## src/rtl/sram_arbiter.sv

```systemverilog
// Purpose     : two-port arbiter in front of a single-access SRAM controller.
// Latency     : reqN_ready one cycle after mem_ready; TIMEOUT WAIT cycles max.
// Backpressure: reqN_stall holds a requester until its ready pulse.
//
// Ports
//   clk, rst        : clock; synchronous active-low reset.
//   req0_*          : port 0 (MEM stage): wen/ren/addr/wdata in; rdata/ready/stall out.
//   req1_*          : port 1 (loader), same shape as port 0.
//   req_err         : pulses with the ready pulse of an access that timed out.
//   mem_w_en/r_en   : one-hot enable towards the SRAM controller while waiting.
//   mem_addr/wdata  : latched request, zero outside WAIT.
//   mem_rdata/ready : controller read data and its one-cycle completion pulse.
module sram_arbiter #(
  parameter int unsigned TIMEOUT = 32
) (
  input  logic        clk,
  input  logic        rst,

  input  logic        req0_wen,
  input  logic        req0_ren,
  input  logic [31:0] req0_addr,
  input  logic [31:0] req0_wdata,
  output logic [31:0] req0_rdata,
  output logic        req0_ready,
  output logic        req0_stall,

  input  logic        req1_wen,
  input  logic        req1_ren,
  input  logic [31:0] req1_addr,
  input  logic [31:0] req1_wdata,
  output logic [31:0] req1_rdata,
  output logic        req1_ready,
  output logic        req1_stall,

  output logic        req_err,

  output logic        mem_w_en,
  output logic        mem_r_en,
  output logic [31:0] mem_addr,
  output logic [31:0] mem_wdata,
  input  logic [31:0] mem_rdata,
  input  logic        mem_ready
);

  typedef enum logic [1:0] {
    ST_IDLE = 2'd0,
    ST_WAIT = 2'd1,
    ST_DONE = 2'd2
  } state_t;

  // Request selected by the arbiter in IDLE.
  typedef struct packed {
    logic        port;
    logic        wr;
    logic [31:0] addr;
    logic [31:0] wdata;
  } grant_t;

  // Counter value in the last permitted WAIT cycle (counter starts at 0).
  localparam logic [7:0] CNT_LAST = 8'(TIMEOUT - 1);

  state_t      r_state;
  logic        r_port;
  logic        r_wr;
  logic        r_last_grant;
  logic [7:0]  r_cnt;
  logic        r_mem_w_en;
  logic        r_mem_r_en;
  logic [31:0] r_mem_addr;
  logic [31:0] r_mem_wdata;
  logic [31:0] r_rdata0;
  logic [31:0] r_rdata1;
  logic        r_ready0;
  logic        r_ready1;
  logic        r_err;

  logic        w_act0;
  logic        w_act1;
  logic        w_gnt_vld;
  logic        w_last_cycle;
  logic        w_wait_end;
  logic        w_timeout;
  grant_t      w_grant;

  assign w_act0    = req0_wen | req0_ren;
  assign w_act1    = req1_wen | req1_ren;
  assign w_gnt_vld = w_act0 | w_act1;

  // On conflict the port that was not served last wins, so the two ports
  // alternate under continuous load.
  always_comb begin
    w_grant = '0;
    if (w_act0 && w_act1) begin
      w_grant.port = ~r_last_grant;
    end else begin
      w_grant.port = w_act1;
    end
    if (w_grant.port) begin
      w_grant.wr    = req1_wen;
      w_grant.addr  = req1_addr;
      w_grant.wdata = req1_wdata;
    end else begin
      w_grant.wr    = req0_wen;
      w_grant.addr  = req0_addr;
      w_grant.wdata = req0_wdata;
    end
  end

  // mem_ready wins over the timeout in the last permitted WAIT cycle.
  assign w_last_cycle = (r_cnt == CNT_LAST);
  assign w_wait_end   = mem_ready | w_last_cycle;
  assign w_timeout    = ~mem_ready & w_last_cycle;

  always_ff @(posedge clk) begin
    if (!rst) begin
      r_state      <= ST_IDLE;
      r_port       <= 1'b0;
      r_wr         <= 1'b0;
      r_last_grant <= 1'b1;
      r_cnt        <= 8'd0;
      r_mem_w_en   <= 1'b0;
      r_mem_r_en   <= 1'b0;
      r_mem_addr   <= 32'd0;
      r_mem_wdata  <= 32'd0;
      r_rdata0     <= 32'd0;
      r_rdata1     <= 32'd0;
      r_ready0     <= 1'b0;
      r_ready1     <= 1'b0;
      r_err        <= 1'b0;
    end else begin
      // Completion flags are single-cycle pulses.
      r_ready0 <= 1'b0;
      r_ready1 <= 1'b0;
      r_err    <= 1'b0;

      case (r_state)
        ST_IDLE: begin
          if (w_gnt_vld) begin
            r_port       <= w_grant.port;
            r_wr         <= w_grant.wr;
            r_last_grant <= w_grant.port;
            r_cnt        <= 8'd0;
            r_mem_w_en   <= w_grant.wr;
            r_mem_r_en   <= ~w_grant.wr;
            r_mem_addr   <= w_grant.addr;
            r_mem_wdata  <= w_grant.wdata;
            r_state      <= ST_WAIT;
          end
        end

        ST_WAIT: begin
          if (w_wait_end) begin
            r_mem_w_en  <= 1'b0;
            r_mem_r_en  <= 1'b0;
            r_mem_addr  <= 32'd0;
            r_mem_wdata <= 32'd0;
            r_cnt       <= 8'd0;
            r_ready0    <= ~r_port;
            r_ready1    <= r_port;
            r_err       <= w_timeout;
            // A timed-out read leaves the port's read data untouched.
            if (mem_ready && !r_wr) begin
              if (r_port) begin
                r_rdata1 <= mem_rdata;
              end else begin
                r_rdata0 <= mem_rdata;
              end
            end
            r_state <= ST_DONE;
          end else begin
            r_cnt <= r_cnt + 8'd1;
          end
        end

        ST_DONE: begin
          r_state <= ST_IDLE;
        end

        default: begin
          r_state <= ST_IDLE;
        end
      endcase
    end
  end

  assign mem_w_en   = r_mem_w_en;
  assign mem_r_en   = r_mem_r_en;
  assign mem_addr   = r_mem_addr;
  assign mem_wdata  = r_mem_wdata;
  assign req0_rdata = r_rdata0;
  assign req1_rdata = r_rdata1;
  assign req0_ready = r_ready0;
  assign req1_ready = r_ready1;
  assign req_err    = r_err;

  // Stall is the only combinational output: it must drop in the ready cycle.
  assign req0_stall = w_act0 & ~r_ready0;
  assign req1_stall = w_act1 & ~r_ready1;

endmodule

```

## config.mk

```make
export PLATFORM = sky130hd
export DESIGN_NAME = sram_arbiter
export DESIGN_NICKNAME = d
export VERILOG_FILES = /design/src/rtl/sram_arbiter.sv
export SDC_FILE = /design/constraint.sdc
export NUM_CORES = 1
export LEC_CHECK = 0
export ABC_AREA = 1
export CAP_MARGIN = 5
export CORE_ASPECT_RATIO = 0.8
export CORE_UTILIZATION = 40
export CTS_CLUSTER_SIZE = 16
export DETAILED_ROUTE_END_ITERATION = 8
export PLACE_DENSITY = 0.87
export SETUP_SLACK_MARGIN = 0.05
export SYNTH_ARGS = -nofsm -noshare
export SYNTH_HDL_FRONTEND = slang
export SYNTH_SLANG_ARGS = --single-unit
```

## constraint.sdc

```tcl
create_clock -name clk -period 2 [get_ports clk]
set_clock_uncertainty 0.15 [all_clocks]
set_input_delay 0.4 -clock clk [delete_from_list [all_inputs] [get_ports clk]]
set_output_delay 0.4 -clock clk [all_outputs]
set_load 0.005 [all_outputs]
```

==> metrics.cfg <==
[placed_design]
place_area_um2 = 9940
preCtsSetupSlack_ns = -0.274
placed_cells = 1484
port_buffers = 301
dp_hpwl_mm = 15.2
place.gp.congestion = 0.879

[cts]
numCtsBuffers = 17
cts.sinks = 146
cts.path.max_buffers = 2
clk_pin_slew_ns = 0.06
root_buffer = clkbuf_16
cts_tree = done
clkLatencyLatePin_ns = 0.41
cts-htree-levels = 4

[final_layout]
nets = 1457
area_delta_synth_final_pct = 60.9
final_common_cell = nand2_1
fin_util_pct = 66.4
fin_area_um2 = 10600
final_cells = 1518
drive_above_1_share_pct = 6.07
layout_common_cells = nand2_1, clkdlybuf4s50_1, dfxtp_1

[yosys]
syn-cell-area_um2 = 6570
synth_xor_area_share_pct = 0
syn_inst = 1000
synth_top_family_by_area = simple AND/OR/NAND/NOR gates
yosys.area_share.simple_pct = 34.5
synth_compound_gate_area_share_pct = 9.87
syn_avg_cell_area_um2 = 6.57
ys_ff_latch = 146
yosys_warnings = 0
synth_fa_ha_area_share_pct = 0.191
synth_nets = 1168
seq_area_frac_synth_pct = 44.5
synth_cell_types = 28
muxShareOfSynthArea_pct = 0

[flow_run]
cap_viol_max_count = 0

[setup_path]
reg2reg_slack_ns = 0.23
crit_type = input pin to output port
arrival_ns = 1.35
r2r-end = mem_wdata[25]
crit_path_end_kind = output port
rr_startpoint = r_cnt[1]
reg2reg_depth = 9
critPathMaxFanout = 4
cp.required_ns = 1.45
start_kind = input pin

[floorplanning]
die_area_um2 = 16900
coreArea_um2 = 15900
die_width_um = 145
fp.dieH_um = 117
rows = 41
ios = 302
start_util_pct = 41.3

[detailed_routing]
wl_per_cell_um = 14.1
drt-total-wl_mm = 21.4
dr.pass1.iters = 7
drt_iter0_drc = 495
drcViolationCount = 0
antenna_left = 0
num_vias = 7300
via_per_inst = 4.81

[sta]
rsz0062_at_grt = yes
setup_violations = 0
hold_viol_final = 0
tightest_slew_ns = 0.401
finalSetupTns_ns = 0
finalWorstSetupSlack_ns = 0.0987
holdWs_ns = 0.307
drv_slew = 0
timing.fmax_ghz = 0.526
relSlewSlack_pct = 73.3
min_period_ns = 1.90
fin_crit_sh_pct = 95.1

[global_routing]
grt_max_degree = 92
overflow = 0
antenna_found_initial = 1
grt_pass1_vias = 6722
track_usage_pct = 24.6
grt_pass1_wl_mm = 33.0

[power_and_ir_drop]
power_leakage_nw = 4.51
vdd_drop_max_uv = 564
power_density_nw_per_um2 = 793
total_power_mw = 8.38

[min_path]
hp-start = mem_wdata[4]
min_path_cells = 2
min_path_type = flip-flop to flip-flop
hold_end = mem_wdata[4]

[run_status]
outcome = complete, no violations

## report_power, final
group	switching [mW]	internal [mW]	total (mW)
sequential	0.108	3.11	3.22
clock	1.25	2.04	3.29
combinational	0.883	0.992	1.88
## cells by family (layout without fill, tap and decap cells)
| logic type | after synthesis | after routing |
|---|---|---|
| AND/OR/NAND/NOR | 558 | 558 |
| AO/OA/AOI/OAI | 126 | 126 |
| flip-flops | 146 | 146 |
| other | 0 | 1 |
| buffers and inverters | 169 | 471 |
| adder cells (fa/ha/maj) | 1 | 1 |
## synth_stat cells (all sizes together)
| master | n | area (um^2) |
|---|---|---|
| clkbuf | 25 | 93.8 |
| a21oi | 117 | 586 |
| clkinv | 1 | 3.75 |
| buf | 39 | 231 |
| o21a | 1 | 7.51 |
| nor3 | 2 | 15.0 |
| nand3 | 94 | 483 |
| nand2 | 353 | 1340 |
| a21boi | 1 | 11.3 |
| dfxtp | 146 | 2920 |
| nor4 | 1 | 6.26 |
| o21ai | 5 | 28.8 |
| nor2 | 107 | 414 |
| ha | 1 | 12.5 |
| nand4 | 1 | 6.26 |
| o211ai | 2 | 15.0 |
| inv | 104 | 390 |
## routing by layer
layer / up-vias / global-route usage, % / routed length, um
li1: 3678 / - / -
met1: 3337 / 28.6 / 9110
met2: 237 / 43.6 / 10500
met3: 48 / 5.39 / 1100
met4: 0 / 12.1 / 657
met5: - / 0 / 0
## critical path, stage by stage
cell and delay (ns):
clkdlybuf4s50_1 0.44, nor2_4 0.18, nor2_1 0.05, dlygate4sd2_1 0.27
## sequential cells by signal (all words and copies together) (netlist names), 2 cells and up
name        cells
mem_addr       32
mem_wdata      32
r_cnt           8
r_state         2
req0_rdata     32
req1_rdata     32
## how the worst max path moves through the flow
stage                  from           end  slack (ns)  cells past startpoint
2_1_floorplan      r_cnt[0]   mem_addr[0]        0.37                     10
6_report           req1_ren    req1_stall         0.1                      4
3_3_place_gp       req0_ren    req0_stall       -0.23                      4
3_5_place_dp       req1_wen  mem_addr[18]       -0.27                     10
5_1_grt            req0_wen   mem_addr[8]        0.04                     10
4_1_cts        mem_addr[17]  mem_addr[17]        0.06                      1
## repair_timing
action / 4_1_cts / 5_1_grt
setup buffers: 1 / 0
hold buffers: 0 / 0
resized for setup: 4 / 3
setup endpoints to repair: 2 / 8
pin swaps: 1 / 1
## area by class of cell
| class | count | area [um^2] |
|---|---|---|
| multi-input cells | 685 | 2950 |
| clock inverters | 11 | 151 |
| fillers | 1348 | 5340 |
| well taps | 215 | 269 |
| repair buffers | 334 | 3410 |
| clock buffers | 21 | 460 |
| inverters | 105 | 395 |
| diodes | 1 | 2.50 |
| flip-flops and latches | 146 | 2920 |
(Power assumes the default switching activity.)
